### src/rtl/priority_span_calc.sv
// priority_span_calc: turns one-hot left/right encoder outputs into bit indices and an inclusive span,
//   then buffers results in a first-word-fall-through FIFO with valid/ready output.
// Latency: data_val_i sampled at edge E0 -> data_val_o high after edge E2 (empty FIFO).
// Backpressure: none upstream; when the FIFO is full and not popped, the result is dropped and overflow_o sticks.
//
// Ports:
//   clk_i, srst_i                   clock, synchronous active-high reset
//   data_left_i/right_i/val_i       one-hot encoder outputs plus valid (no ready)
//   left_idx_o, right_idx_o, span_o head entry: indices and span (left - right + 1)
//   zero_o, onehot_err_o            head entry flags
//   data_val_o, data_ready_i        output handshake; pop on data_val_o & data_ready_i
//   overflow_o                      sticky drop indicator, cleared only by srst_i
//   level_o                         FIFO occupancy, present only with PRIORITY_SPAN_CALC_LEVEL_EN
// Optional feature macro: PRIORITY_SPAN_CALC_LEVEL_EN
module priority_span_calc #(
  parameter int WIDTH = 50,
  parameter int DEPTH = 8,
  localparam int IDX_W  = $clog2(WIDTH),
  localparam int SPAN_W = $clog2(WIDTH + 1),
  localparam int CNT_W  = $clog2(DEPTH + 1)
) (
  input  logic              clk_i,
  input  logic              srst_i,
  input  logic [WIDTH-1:0]  data_left_i,
  input  logic [WIDTH-1:0]  data_right_i,
  input  logic              data_val_i,
  output logic [IDX_W-1:0]  left_idx_o,
  output logic [IDX_W-1:0]  right_idx_o,
  output logic [SPAN_W-1:0] span_o,
  output logic              zero_o,
  output logic              onehot_err_o,
  output logic              data_val_o,
  input  logic              data_ready_i,
  output logic              overflow_o
`ifdef PRIORITY_SPAN_CALC_LEVEL_EN
  ,
  output logic [CNT_W-1:0]  level_o
`endif
);

  localparam int PTR_W = $clog2(DEPTH);

  typedef struct packed {
    logic [IDX_W-1:0]  left_idx;
    logic [IDX_W-1:0]  right_idx;
    logic [SPAN_W-1:0] span;
    logic              zero;
    logic              err;
  } res_t;

  // ---------------------------------------------------------------
  // Input capture: the encoder output is registered before the wide
  // priority logic so the 50-bit search starts from a flop.
  // ---------------------------------------------------------------
  logic             in_vld;
  logic [WIDTH-1:0] in_left;
  logic [WIDTH-1:0] in_right;

  always_ff @(posedge clk_i) begin
    if (srst_i) begin
      in_vld   <= 1'b0;
      in_left  <= '0;
      in_right <= '0;
    end else begin
      in_vld <= data_val_i;
      if (data_val_i) begin
        in_left  <= data_left_i;
        in_right <= data_right_i;
      end
    end
  end

  // ---------------------------------------------------------------
  // Stage 1 compute: highest set bit of left, lowest set bit of right,
  // so a multi-hot word still yields the outermost span.
  // ---------------------------------------------------------------
  logic [IDX_W-1:0] l_idx;
  logic [IDX_W-1:0] r_idx;
  logic             l_nz;
  logic             r_nz;
  logic             l_multi;
  logic             r_multi;
  logic             order_err;
  res_t             calc;

  always_comb begin
    l_idx = '0;
    r_idx = '0;
    // Ascending scan: last hit is the highest set bit.
    for (int i = 0; i < WIDTH; i++) begin
      if (in_left[i]) l_idx = IDX_W'(i);
    end
    // Descending scan: last hit is the lowest set bit.
    for (int i = WIDTH - 1; i >= 0; i--) begin
      if (in_right[i]) r_idx = IDX_W'(i);
    end
  end

  assign l_nz      = |in_left;
  assign r_nz      = |in_right;
  // x & (x-1) clears the lowest set bit; anything left means more than one bit.
  assign l_multi   = |(in_left  & (in_left  - WIDTH'(1)));
  assign r_multi   = |(in_right & (in_right - WIDTH'(1)));
  assign order_err = (l_idx < r_idx);

  always_comb begin
    calc           = '0;
    calc.left_idx  = l_idx;
    calc.right_idx = r_idx;
    calc.zero      = ~l_nz & ~r_nz;
    calc.err       = l_multi | r_multi | (l_nz ^ r_nz) | order_err;
    if (!calc.zero && !order_err) begin
      calc.span = SPAN_W'(l_idx) - SPAN_W'(r_idx) + SPAN_W'(1);
    end
  end

  logic s1_vld;
  res_t s1_res;

  always_ff @(posedge clk_i) begin
    if (srst_i) begin
      s1_vld <= 1'b0;
      s1_res <= '0;
    end else begin
      s1_vld <= in_vld;
      if (in_vld) s1_res <= calc;
    end
  end

  // ---------------------------------------------------------------
  // Stage 2: FWFT FIFO. A push into a full FIFO is allowed when the
  // head leaves on the same edge.
  // ---------------------------------------------------------------
  res_t             mem [DEPTH];
  logic [PTR_W-1:0] wr_ptr;
  logic [PTR_W-1:0] rd_ptr;
  logic [CNT_W-1:0] count;
  logic             full;
  logic             empty;
  logic             push;
  logic             pop;
  logic             ovf;

  assign full  = (count == CNT_W'(DEPTH));
  assign empty = (count == '0);
  assign pop   = ~empty & data_ready_i;
  assign push  = s1_vld & (~full | pop);

  always_ff @(posedge clk_i) begin
    if (!srst_i && push) mem[wr_ptr] <= s1_res;
  end

  always_ff @(posedge clk_i) begin
    if (srst_i) begin
      wr_ptr <= '0;
      rd_ptr <= '0;
      count  <= '0;
      ovf    <= 1'b0;
    end else begin
      if (push) wr_ptr <= wr_ptr + PTR_W'(1);
      if (pop)  rd_ptr <= rd_ptr + PTR_W'(1);
      case ({push, pop})
        2'b10:   count <= count + CNT_W'(1);
        2'b01:   count <= count - CNT_W'(1);
        default: count <= count;
      endcase
      if (s1_vld && full && !pop) ovf <= 1'b1;
    end
  end

  // Outputs read zero while empty so stale memory never shows.
  res_t head;

  always_comb begin
    head = '0;
    if (!empty) head = mem[rd_ptr];
  end

  assign left_idx_o   = head.left_idx;
  assign right_idx_o  = head.right_idx;
  assign span_o       = head.span;
  assign zero_o       = head.zero;
  assign onehot_err_o = head.err;
  assign data_val_o   = ~empty;
  assign overflow_o   = ovf;

`ifdef PRIORITY_SPAN_CALC_LEVEL_EN
  assign level_o = count;
`endif

endmodule
### config.mk
export PLATFORM = sky130hd
export DESIGN_NAME = priority_span_calc
export DESIGN_NICKNAME = d
export VERILOG_FILES = /design/src/rtl/priority_span_calc.sv
export SDC_FILE = /design/constraint.sdc
export NUM_CORES = 1
export LEC_CHECK = 0
export ABC_AREA = 1
export ABC_CLOCK_PERIOD_IN_PS = 5500
export CAP_MARGIN = 20
export CORE_MARGIN = 2
export CORE_UTILIZATION = 35
export DETAILED_ROUTE_END_ITERATION = 8
export PLACE_DENSITY = 0.54
export SLEW_MARGIN = 15
export SYNTH_ARGS = -nofsm -noshare
export SYNTH_HDL_FRONTEND = slang
export SYNTH_SLANG_ARGS = --single-unit
### constraint.sdc
create_clock -name clk_i -period 5.5 [get_ports clk_i]
set_input_delay 0.825 -clock clk_i [delete_from_list [all_inputs] [get_ports clk_i]]
set_output_delay 0.825 -clock clk_i [all_outputs]
set_load 0.05 [all_outputs]
==> results of run 1 <==
[cells by family after synthesis]
family,after synthesis,synth area share
XOR/XNOR,1,0.0006372
adder cells (fa/ha/maj),23,0.02293
AND/OR/NAND/NOR,539,0.1609
AO/OA/AOI/OAI,491,0.1921
flip-flops,296,0.5475
buffers and inverters,278,0.07590
[per-layer routing]
metal	wire length [um]	GRT usage	part of all wire
met2	15300	0.2714	0.45
met1	16970	0.2360	0.50
met3	1430	0.02660	0.042
met5	0	0	0
met4	535	0.03780	0.016
[how the worst max path moves through the flow]
stage                                    startpoint                     end  slack, ns  cells past startpoint
after global placement    in_right[48]$_SDFFE_PP0P_  s1_res[7]$_SDFFE_PP0P_       1.12                     58
after CTS                 in_right[48]$_SDFFE_PP0P_  s1_res[7]$_SDFFE_PP0P_       1.06                     58
after global routing      in_right[48]$_SDFFE_PP0P_  s1_res[7]$_SDFFE_PP0P_       0.36                     58
after detailed placement  in_right[48]$_SDFFE_PP0P_  s1_res[7]$_SDFFE_PP0P_       1.11                     58
final                     in_right[48]$_SDFFE_PP0P_  s1_res[7]$_SDFFE_PP0P_       1.11                     58
after floorplan           in_right[48]$_SDFFE_PP0P_  s1_res[7]$_SDFFE_PP0P_       1.54                     58
[cell usage after synthesis, drive strengths merged (4+ instances only)]
cell type and instances:
inv 209, o22ai 21, ha 18, dfxtp 136
a2111oi 5, nor4 10, edfxtp 160, nor3 24
o2111ai 4, nand4 14, clkbuf 66, o21ai 273
nand3 30, a21oi 134, a31oi 30, fa 4
nand2 189, nor2 269, a211oi 6
[layout make-up]
cell class | instances | area, sq um
clock buffers | 50 | 950.9
clock inverters | 9 | 85.08
fillers | 3919 | 22120
inverters | 210 | 790.8
multi-input cells | 1054 | 5200
flip-flops and latches | 296 | 7528
well taps | 518 | 648.1
repair buffers | 146 | 1413
[where the power goes]
group          switching, W  total [W]  internal (W)
logic               0.00143    0.00213      0.000696
registers         0.0000937    0.00253       0.00243
clock network      0.000866    0.00211       0.00125
total               0.00239    0.00677       0.00438
[worst max-delay path: cells and delay by family, from the launching register on]
family          cells  cell delay (ns)
simple gates       52             2.67
compound gates      2             0.40
fa+ha+maj           3             0.84
buf+inv             1             0.06
flops               1             0.34
[metrics by stage]
| stage | std cells | total power, W | util | area (sq um) |
|---|---|---|---|---|
| floorplan | 1628 | 0.003981 | - | 13750 |
| global placement | 2223 | 0.004695 | 0.4018 | 15570 |
| detailed placement | 2223 | 0.004714 | 0.4018 | 15570 |
| CTS | 2282 | 0.006842 | 0.4286 | 16600 |
| global route | 2283 | 0.007147 | 0.4289 | 16620 |
| finish | 2283 | 0.006767 | 0.4289 | 16620 |
[placed cells by master (no fill, tap or decap), types with 5 or more instances in the layout]
| master | Yosys | final |
|---|---|---|
| a211oi_1 | 6 | 6 |
| clkbuf_16 | 0 | 34 |
| nor2_1 | 264 | 263 |
| clkinv_1 | 1 | 5 |
| nand2_1 | 183 | 183 |
| dfxtp_1 | 136 | 135 |
| a21oi_1 | 134 | 134 |
| inv_1 | 197 | 194 |
| a31oi_1 | 30 | 30 |
| nor4_1 | 10 | 10 |
| nor3_2 | 1 | 5 |
| nand2_2 | 6 | 6 |
| clkdlybuf4s50_1 | 0 | 125 |
| nor3_1 | 22 | 18 |
| clkbuf_1 | 66 | 12 |
| o21ai_0 | 270 | 270 |
| o22ai_1 | 21 | 21 |
| nor2_2 | 4 | 5 |
| buf_4 | 0 | 20 |
| edfxtp_1 | 160 | 160 |
| inv_2 | 12 | 13 |
| a2111oi_0 | 5 | 5 |
| nand4_1 | 14 | 14 |
| nand3_1 | 29 | 29 |
| ha_1 | 18 | 18 |
[state kept, by name, summed over array words and instances (netlist names), named ones only]
| signal | count |
|---|---|
| s1_vld | 1 |
| overflow_o | 1 |
| in_left | 50 |
| in_right | 50 |
| wr_ptr | 3 |
| in_vld | 1 |
| mem | 160 |
| s1_res | 20 |
| rd_ptr | 3 |
| count | 4 |
==> reports/results.tsv, run 1 <==
stage	metric	value	unit
finish	layout cells sized above 1	0.05836	
floorplan	Die Area	0.04088	sq mm
sta	Slew Viols, Final	0	
sta	Layout Skew	0.01129	ns
hold_path	Hold Path Class	flip-flop to flip-flop	
detailed_routing	initial drt markers	586	
hold_path	Worst Min Path Start	rd_ptr[2]$_SDFFE_PP0P_	
sta	min Tclk post-route	4.395	ns
clock_network	Root Buffer	clkbuf_16	
worst_setup_path	RR Endpoint	s1_res[7]$_SDFFE_PP0P_	
detailed_routing	Final ANT Viol Nets	0	
floorplan	IO Count	126	
hold_path	WHS Endpoint	rd_ptr[2]$_SDFFE_PP0P_	
sta	final hold slack	0.4627	ns
logic_synthesis	register area share after synthesis	0.5475	
clock_network	clk_lat worst skew	0.51	ns
global_route	total gr overflow	0	
logic_synthesis	top cell type's share of synthesized area	0.3495	
worst_setup_path	R2R Setup Slk	1.11	ns
sta	RSZ-0062 raised after global routing	no	
status	status	completed	
worst_setup_path	Crit path arrival time	4.80	ns
global_route	vias in the first global route	10850	
worst_setup_path	Max stage delay on crit path	0.43	ns
logic_synthesis	synthesized area	0.01375	sq mm
worst_setup_path	R2R Path Start	in_right[48]$_SDFFE_PP0P_	
place	IO buf count	125	
clock_network	clk buf depth	3	
finish	Final nets	1868	
pwr	PD cells	407.3	mW/mm^2
logic_synthesis	EDFF count, synth	160	
sta	setup slack after layout	1.105	ns
hold_path	Worst Hold Depth	2	
logic_synthesis	async set or reset register ratio after synthesis	0	
worst_setup_path	Worst Setup Start Kind	flip-flop	
worst_setup_path	Setup CP Type	flip-flop to flip-flop	
worst_setup_path	Slowest cell on crit path	fa_1	
worst_setup_path	R2R cell count	58	
finish	Layout area overhead	20.86	%
floorplan	row count	72	
clock_network	clk sinks	296	
logic_synthesis	Synth Area per Inst	8.445	sq um
worst_setup_path	CP max FO	4	
clock_network	Reg clk slew, reported paths	0.06	ns
place	routability cong.	0.8398	
detailed_routing	Vias	11160	
clock_network	postcts setup bufs	0	
sta	actual slew at the worst max-slew pin	0.8665	ns
sta	setup_tns	0	ns
clock_network	CTS buffer count	34	
logic_synthesis	Most used DFF post-synth	edfxtp_1	
logic_synthesis	top cells by area, synth	edfxtp_1, dfxtp_1, o21ai_0	
logic_synthesis	syn_nets	1754	
logic_synthesis	Synth area leader	edfxtp_1	
pwr	VDD IR max	0.0002177	V
worst_setup_path	Req. time, crit path	5.90	ns
global_route	initial antenna violation count	0	
global_route	largest net degree at the start of global routing	89	
clock_network	TritonCTS clock tree	built	
floorplan	Die Height	202.2	um
place	pre-CTS setup slack	1.108	ns
sta	# setup viols final	0	
worst_setup_path	Crit. End Element	flip-flop	
sta	Highest Clock Rate	227.5	MHz
detailed_routing	# DRC	0	
logic_synthesis	#FFs+latches synth	296	
clock_network	post-cts sizing count	0	
logic_synthesis	Mapped Cells	1628	
floorplan	Initial Util	0.3549	
global_route	Total GRT Usage	0.1675	
job	number of max-cap violations	0	
floorplan	Die X	202.2	um
sta	Final period util	0.7991	
logic_synthesis	unique cell type count in the Yosys netlist	45	
sta	Worst slew margin	0.4215	
sta	Final Hold Viols	0	
clock_network	CTS Hold Buffers Added	0	
clock_network	deepest level of the CTS H-tree	2	
floorplan	Core ar.	0.03874	sq mm
detailed_routing	Post-Route WL	34230	um
detailed_routing	Vias/cell	4.887	
place	Final HPWL DP	23310	um
detailed_routing	Pre-Repair DR Iteration Count	5	
global_route	first-pass GRT wire length	55990	um
logic_synthesis	Syn. warnings	0	
pwr	LEAKAGE	6.397	nW
finish	Ant. Diodes	0	
worst_setup_path	most frequent CP cell	nand2_1	
detailed_routing	drt wl/cell	14.99	um
No activity file was read; power rests on OpenSTA's default activity.
==> run 2, diff against run 1 <==
--- a/config.mk
+++ b/config.mk
@@ -6,7 +6,7 @@
 export NUM_CORES = 1
 export LEC_CHECK = 0
 export ABC_AREA = 1
-export ABC_CLOCK_PERIOD_IN_PS = 5500
+export ABC_CLOCK_PERIOD_IN_PS = 4160
 export CAP_MARGIN = 20
 export CORE_MARGIN = 2
 export CORE_UTILIZATION = 35
==> constraint.sdc (replaced) <==
create_clock -name clk_i -period 4.16 [get_ports clk_i]
set_input_delay 0.624 -clock clk_i [delete_from_list [all_inputs] [get_ports clk_i]]
set_output_delay 0.624 -clock clk_i [all_outputs]
set_load 0.05 [all_outputs]
==> reports/results.tsv, run 2 (synthesized netlist as in run 1, its figures left out) <==
stage	metric	value	unit
status	status	complete, but fails checks	
status	failing checks	setup timing	
floorplan	Initial Util	0.3549	
worst_setup_path	CP max FO	2	
floorplan	Die Height	202.2	um
worst_setup_path	Worst Setup Start Kind	flip-flop	
worst_setup_path	Req. time, crit path	4.57	ns
pwr	switch share	0.3459	
finish	Layout area overhead	24.36	%
global_route	initial antenna violation count	0	
clock_network	clk_lat worst skew	0.52	ns
place	Placed Instances	2254	
job	number of max-cap violations	0	
pwr	sequential group share of total power	0.358	
detailed_routing	drt wl/cell	14.95	um
sta	Slew Viols, Final	0	
pwr	Internal Power	0.006108	W
worst_setup_path	Setup CP Type	flip-flop to flip-flop	
sta	min Tclk post-route	4.207	ns
floorplan	Die Area	0.04088	sq mm
sta	Layout Skew	0.01581	ns
worst_setup_path	R2R Path Start	in_right[48]$_SDFFE_PP0P_	
finish	largest register by flop count	mem	
sta	actual slew at the worst max-slew pin	0.7498	ns
pwr	Psw	0.003231	W
global_route	Total GRT Usage	0.1693	
pwr	clock power share	0.337	
sta	Worst slew margin	0.5002	
global_route	total gr overflow	0	
place	Final HPWL DP	23790	um
pwr	combinational cell fraction of total power	0.305	
pwr	LEAKAGE	6.699	nW
global_route	vias in the first global route	11000	
sta	Final Hold Viols	0	
clock_network	clk sinks	296	
finish	largest registers	mem x160, in_left x50, in_right x50	
detailed_routing	Vias/cell	4.887	
worst_setup_path	Crit. End Element	flip-flop	
detailed_routing	Final ANT Viol Nets	0	
clock_network	Reg clk slew, reported paths	0.06	ns
clock_network	CTS buffer count	34	
clock_network	clk buf depth	3	
place	routability cong.	0.8507	
clock_network	CTS Hold Buffers Added	0	
finish	most frequent cells in the layout	o21ai_0, nor2_1, inv_1	
sta	setup slack after layout	-0.04654	ns
finish	Ant. Diodes	0	
worst_setup_path	most frequent CP cell	nand2_1	
hold_path	Hold Path Class	flip-flop to flip-flop	
place	IO buf count	125	
finish	Finished Layout Cells	2319	
clock_network	deepest level of the CTS H-tree	2	
worst_setup_path	crit path from	in_right[48]$_SDFFE_PP0P_	
sta	Final period util	1.011	
sta	RSZ-0062 raised after global routing	yes	
worst_setup_path	Crit path arrival time	4.61	ns
hold_path	Worst Min Path Start	rd_ptr[2]$_SDFFE_PP0P_	
finish	layout cells sized above 1	0.1022	
global_route	first-pass GRT wire length	56240	um
detailed_routing	Pre-Repair DR Iteration Count	5	
sta	# setup viols final	1	
floorplan	Die X	202.2	um
worst_setup_path	Max stage delay on crit path	0.37	ns
detailed_routing	initial drt markers	705	
detailed_routing	# DRC	0	
pwr	VDD IR max	0.0002796	V
floorplan	Core ar.	0.03874	sq mm
global_route	largest net degree at the start of global routing	89	
floorplan	IO Count	126	
finish	Final nets	1902	
worst_setup_path	Slowest cell on crit path	fa_2	
finish	most common cell after layout, fill and taps aside	o21ai_0	
sta	Highest Clock Rate	237.7	MHz
detailed_routing	Post-Route WL	34680	um
clock_network	TritonCTS clock tree	built	
detailed_routing	Vias	11330	
pwr	PD cells	546.2	mW/mm^2
clock_network	Root Buffer	clkbuf_16	
sta	setup_tns	-0.04654	ns
floorplan	row count	72	
finish	max reg flops	160	
## run 2: layer usage
metal	global-route usage	wire, um	up-vias
met3	0.02822	1803	41
met5	0	0	-
met1	0.2370	16790	5226
met4	0.04067	569	0
li1	-	-	5834
met2	0.2742	15510	233
## run 2: critical path: cells and delay by family, from the launching register on
kind	cells	cell delay (ns)
AOI/OAI and AO/OA	2	0.38
adders and majority gates	3	0.70
buffers and inverters	1	0.05
DFF	1	0.32
and+or+nand+nor	52	2.64
## run 2: layout make-up
type,count,area (sq um)
multi-input combinational,1054,5285
fill,3886,21640
clock inverter,11,161.4
tap,518,648.1
timing repair buffer,180,1643
sequential,296,7533
inverter,210,793.3
clock buffer,50,1033
## run 2: worst paths after layout
kind,end,slack (ns),cells past startpoint
setup / recovery,s1_res[7]$_SDFFE_PP0P_,-0.05,58
hold reg to reg,rd_ptr[2]$_SDFFE_PP0P_,0.46,2
setup reg to reg,s1_res[7]$_SDFFE_PP0P_,-0.05,58
hold / removal,rd_ptr[2]$_SDFFE_PP0P_,0.46,2
## run 2: power groups by stage
stage | clock network [W] | logic [W] | registers, W
global route | 0.00334 | 0.00315 | 0.00336
detailed placement | 0 | 0.00284 | 0.00340
floorplan | 0 | 0.00190 | 0.00336
CTS | 0.00322 | 0.00287 | 0.00334
global placement | 0 | 0.00281 | 0.00340
finish | 0.00315 | 0.00285 | 0.00334
## run 2: what timing repair did
item / CTS / global route
endpoints found under the hold margin: 0 / 0
pin swaps: 8 / 7
resized for setup: 14 / 18
buffers inserted: 2 / 2
endpoints found under the setup margin: 7 / 7
## run 2: metrics by stage
step	cell area (sq um)	setup WS [ns]	hold slack, ns	utilization	power (W)
finish	17100	-0.04654	0.4616	0.4414	0.009339
global placement	15770	-0.1896	0.4486	0.4070	0.006214
floorplan	13750	0.2043	0.4334	-	0.005263
global route	17100	-0.6285	0.4733	0.4414	0.009850
CTS	17030	-0.05662	0.4646	0.4396	0.009437
detailed placement	15770	-0.2092	0.4557	0.4070	0.006241
==> run 3, diff against run 2 <==
--- a/config.mk
+++ b/config.mk
@@ -8,7 +8,7 @@
 export ABC_AREA = 1
 export ABC_CLOCK_PERIOD_IN_PS = 4160
 export CAP_MARGIN = 20
-export CORE_MARGIN = 2
+export CORE_MARGIN = 3
 export CORE_UTILIZATION = 35
 export DETAILED_ROUTE_END_ITERATION = 8
 export PLACE_DENSITY = 0.54
==> reports/results.tsv, run 3 (synthesized netlist as in run 1, its figures left out) <==
stage	metric	value	unit
global_route	largest net degree at the start of global routing	84	
floorplan	Die X	204.2	um
finish	most frequent cells in the layout	o21ai_0, nor2_1, inv_1	
global_route	vias in the first global route	11290	
global_route	total gr overflow	0	
floorplan	row count	71	
detailed_routing	Pre-Repair DR Iteration Count	4	
status	status	complete, but fails checks	
finish	most common cell after layout, fill and taps aside	o21ai_0	
worst_setup_path	Slowest cell on crit path	fa_2	
worst_setup_path	Crit path arrival time	4.57	ns
worst_setup_path	Worst Setup Start Kind	flip-flop	
sta	Layout Skew	0.01906	ns
global_route	first-pass GRT wire length	56800	um
sta	setup slack after layout	-0.005162	ns
sta	final hold slack	0.4622	ns
detailed_routing	Final ANT Viol Nets	0	
detailed_routing	Vias	11420	
clock_network	clk buf depth	3	
worst_setup_path	Setup CP Type	flip-flop to flip-flop	
pwr	PD cells	545.4	mW/mm^2
finish	Final nets	1898	
job	number of max-cap violations	0	
hold_path	Hold Path Class	flip-flop to flip-flop	
worst_setup_path	most frequent CP cell	nand2_1	
clock_network	Reg clk slew, reported paths	0.06	ns
finish	largest register by flop count	mem	
finish	layout cells sized above 1	0.09182	
sta	Highest Clock Rate	240.1	MHz
sta	actual slew at the worst max-slew pin	0.7077	ns
floorplan	Die Area	0.04170	sq mm
finish	area used by multi-input combinational logic	0.005255	sq mm
floorplan	Initial Util	0.3599	
global_route	Total GRT Usage	0.1662	
clock_network	TritonCTS clock tree	built	
detailed_routing	# DRC	0	
pwr	VDD IR max	0.0002526	V
detailed_routing	Post-Route WL	34910	um
sta	# setup viols final	1	
clock_network	deepest level of the CTS H-tree	2	
pwr	LEAKAGE	6.637	nW
detailed_routing	Vias/cell	4.949	
detailed_routing	drt wl/cell	15.12	um
detailed_routing	initial drt markers	657	
place	IO buf count	125	
floorplan	Die Height	204.2	um
floorplan	Core ar.	0.03820	sq mm
floorplan	IO Count	126	
finish	largest registers	mem x160, in_left x50, in_right x50	
place	routability cong.	0.8482	
clock_network	Root Buffer	clkbuf_16	
finish	Reg area	0.007530	sq mm
clock_network	CTS Hold Buffers Added	0	
finish	Ant. Diodes	0	
sta	RSZ-0062 raised after global routing	yes	
finish	Layout area overhead	23.68	%
worst_setup_path	CP max FO	2	
clock_network	CTS buffer count	34	
pwr	total power	0.009274	W
sta	setup_tns	-0.005162	ns
status	failing checks	setup timing	
global_route	initial antenna violation count	0	
sta	min Tclk post-route	4.165	ns
clock_network	clk_lat worst skew	0.51	ns
sta	Final Hold Viols	0	
place	Final HPWL DP	24450	um
finish	max reg flops	160	
worst_setup_path	Crit. End Element	flip-flop	
sta	Final period util	1.001	
worst_setup_path	Req. time, crit path	4.56	ns
worst_setup_path	Max stage delay on crit path	0.36	ns
finish	fill count	3797	
sta	Worst slew margin	0.5277	
sta	Slew Viols, Final	0	
clock_network	clk sinks	296	
run 3: stage by stage:
step	util	setup WS (ns)	instances	area (sq um)
floorplan	-	0.2043	1628	13750
finish	0.4451	-0.005162	2308	17000
CTS	0.4439	-0.05077	2304	16960
global placement	0.4125	-0.1946	2243	15760
global route	0.4451	-0.7173	2308	17000
detailed placement	0.4125	-0.2199	2243	15760
run 3: area by class of cell:
cell class | count | share of cell area
Timing Repair Buffer | 176 | 0.09595
Tap cell | 511 | 0.03760
Sequential cell | 296 | 0.4428
Multi-Input combinational cell | 1054 | 0.3091
Clock buffer | 45 | 0.05430
Clock inverter | 16 | 0.01376
Inverter | 210 | 0.04650
run 3: critical path, delay by kind of cell (launching register included):
family / cells / cell delay [ns]
compound gates: 2 / 0.36
fa+ha+maj: 3 / 0.69
buf+inv: 1 / 0.05
flops: 1 / 0.32
simple gates: 52 / 2.65
run 3: path summary, 6_finish.rpt:
path,startpoint,slack [ns],cells after the start,to
worst max-delay path,in_right[48]$_SDFFE_PP0P_,-0.005,58,s1_res[7]$_SDFFE_PP0P_
worst min-delay path,rd_ptr[2]$_SDFFE_PP0P_,0.46,2,rd_ptr[2]$_SDFFE_PP0P_
worst max register to register,in_right[48]$_SDFFE_PP0P_,-0.005,58,s1_res[7]$_SDFFE_PP0P_
worst min register to register,rd_ptr[2]$_SDFFE_PP0P_,0.46,2,rd_ptr[2]$_SDFFE_PP0P_
run 3: routing by layer:
layer,share of wire,wire (um),track usage,vias to the layer above
li1,-,-,-,5844
met4,0.019,652,0.03981,0
met1,0.49,16990,0.2326,5323
met2,0.45,15650,0.2713,213
met3,0.046,1606,0.02644,43
met5,0,0,0,-
run 3: what timing repair did:
| item | in CTS | in global routing |
|---|---|---|
| cloned | 0 | 0 |
| setup endpoints to repair | 6 | 7 |
| endpoints found under the hold margin | 0 | 0 |
| pin swaps | 5 | 4 |
| gates resized for setup | 10 | 8 |
| buffers inserted | 0 | 4 |
run 3: power by group:
group | switching [W] | leakage (nW) | internal (W)
clock | 0.00117 | 0.557 | 0.00194
sequential | 0.000134 | 2.61 | 0.00322
combinational | 0.00190 | 3.47 | 0.000923
total | 0.00320 | 6.64 | 0.00608
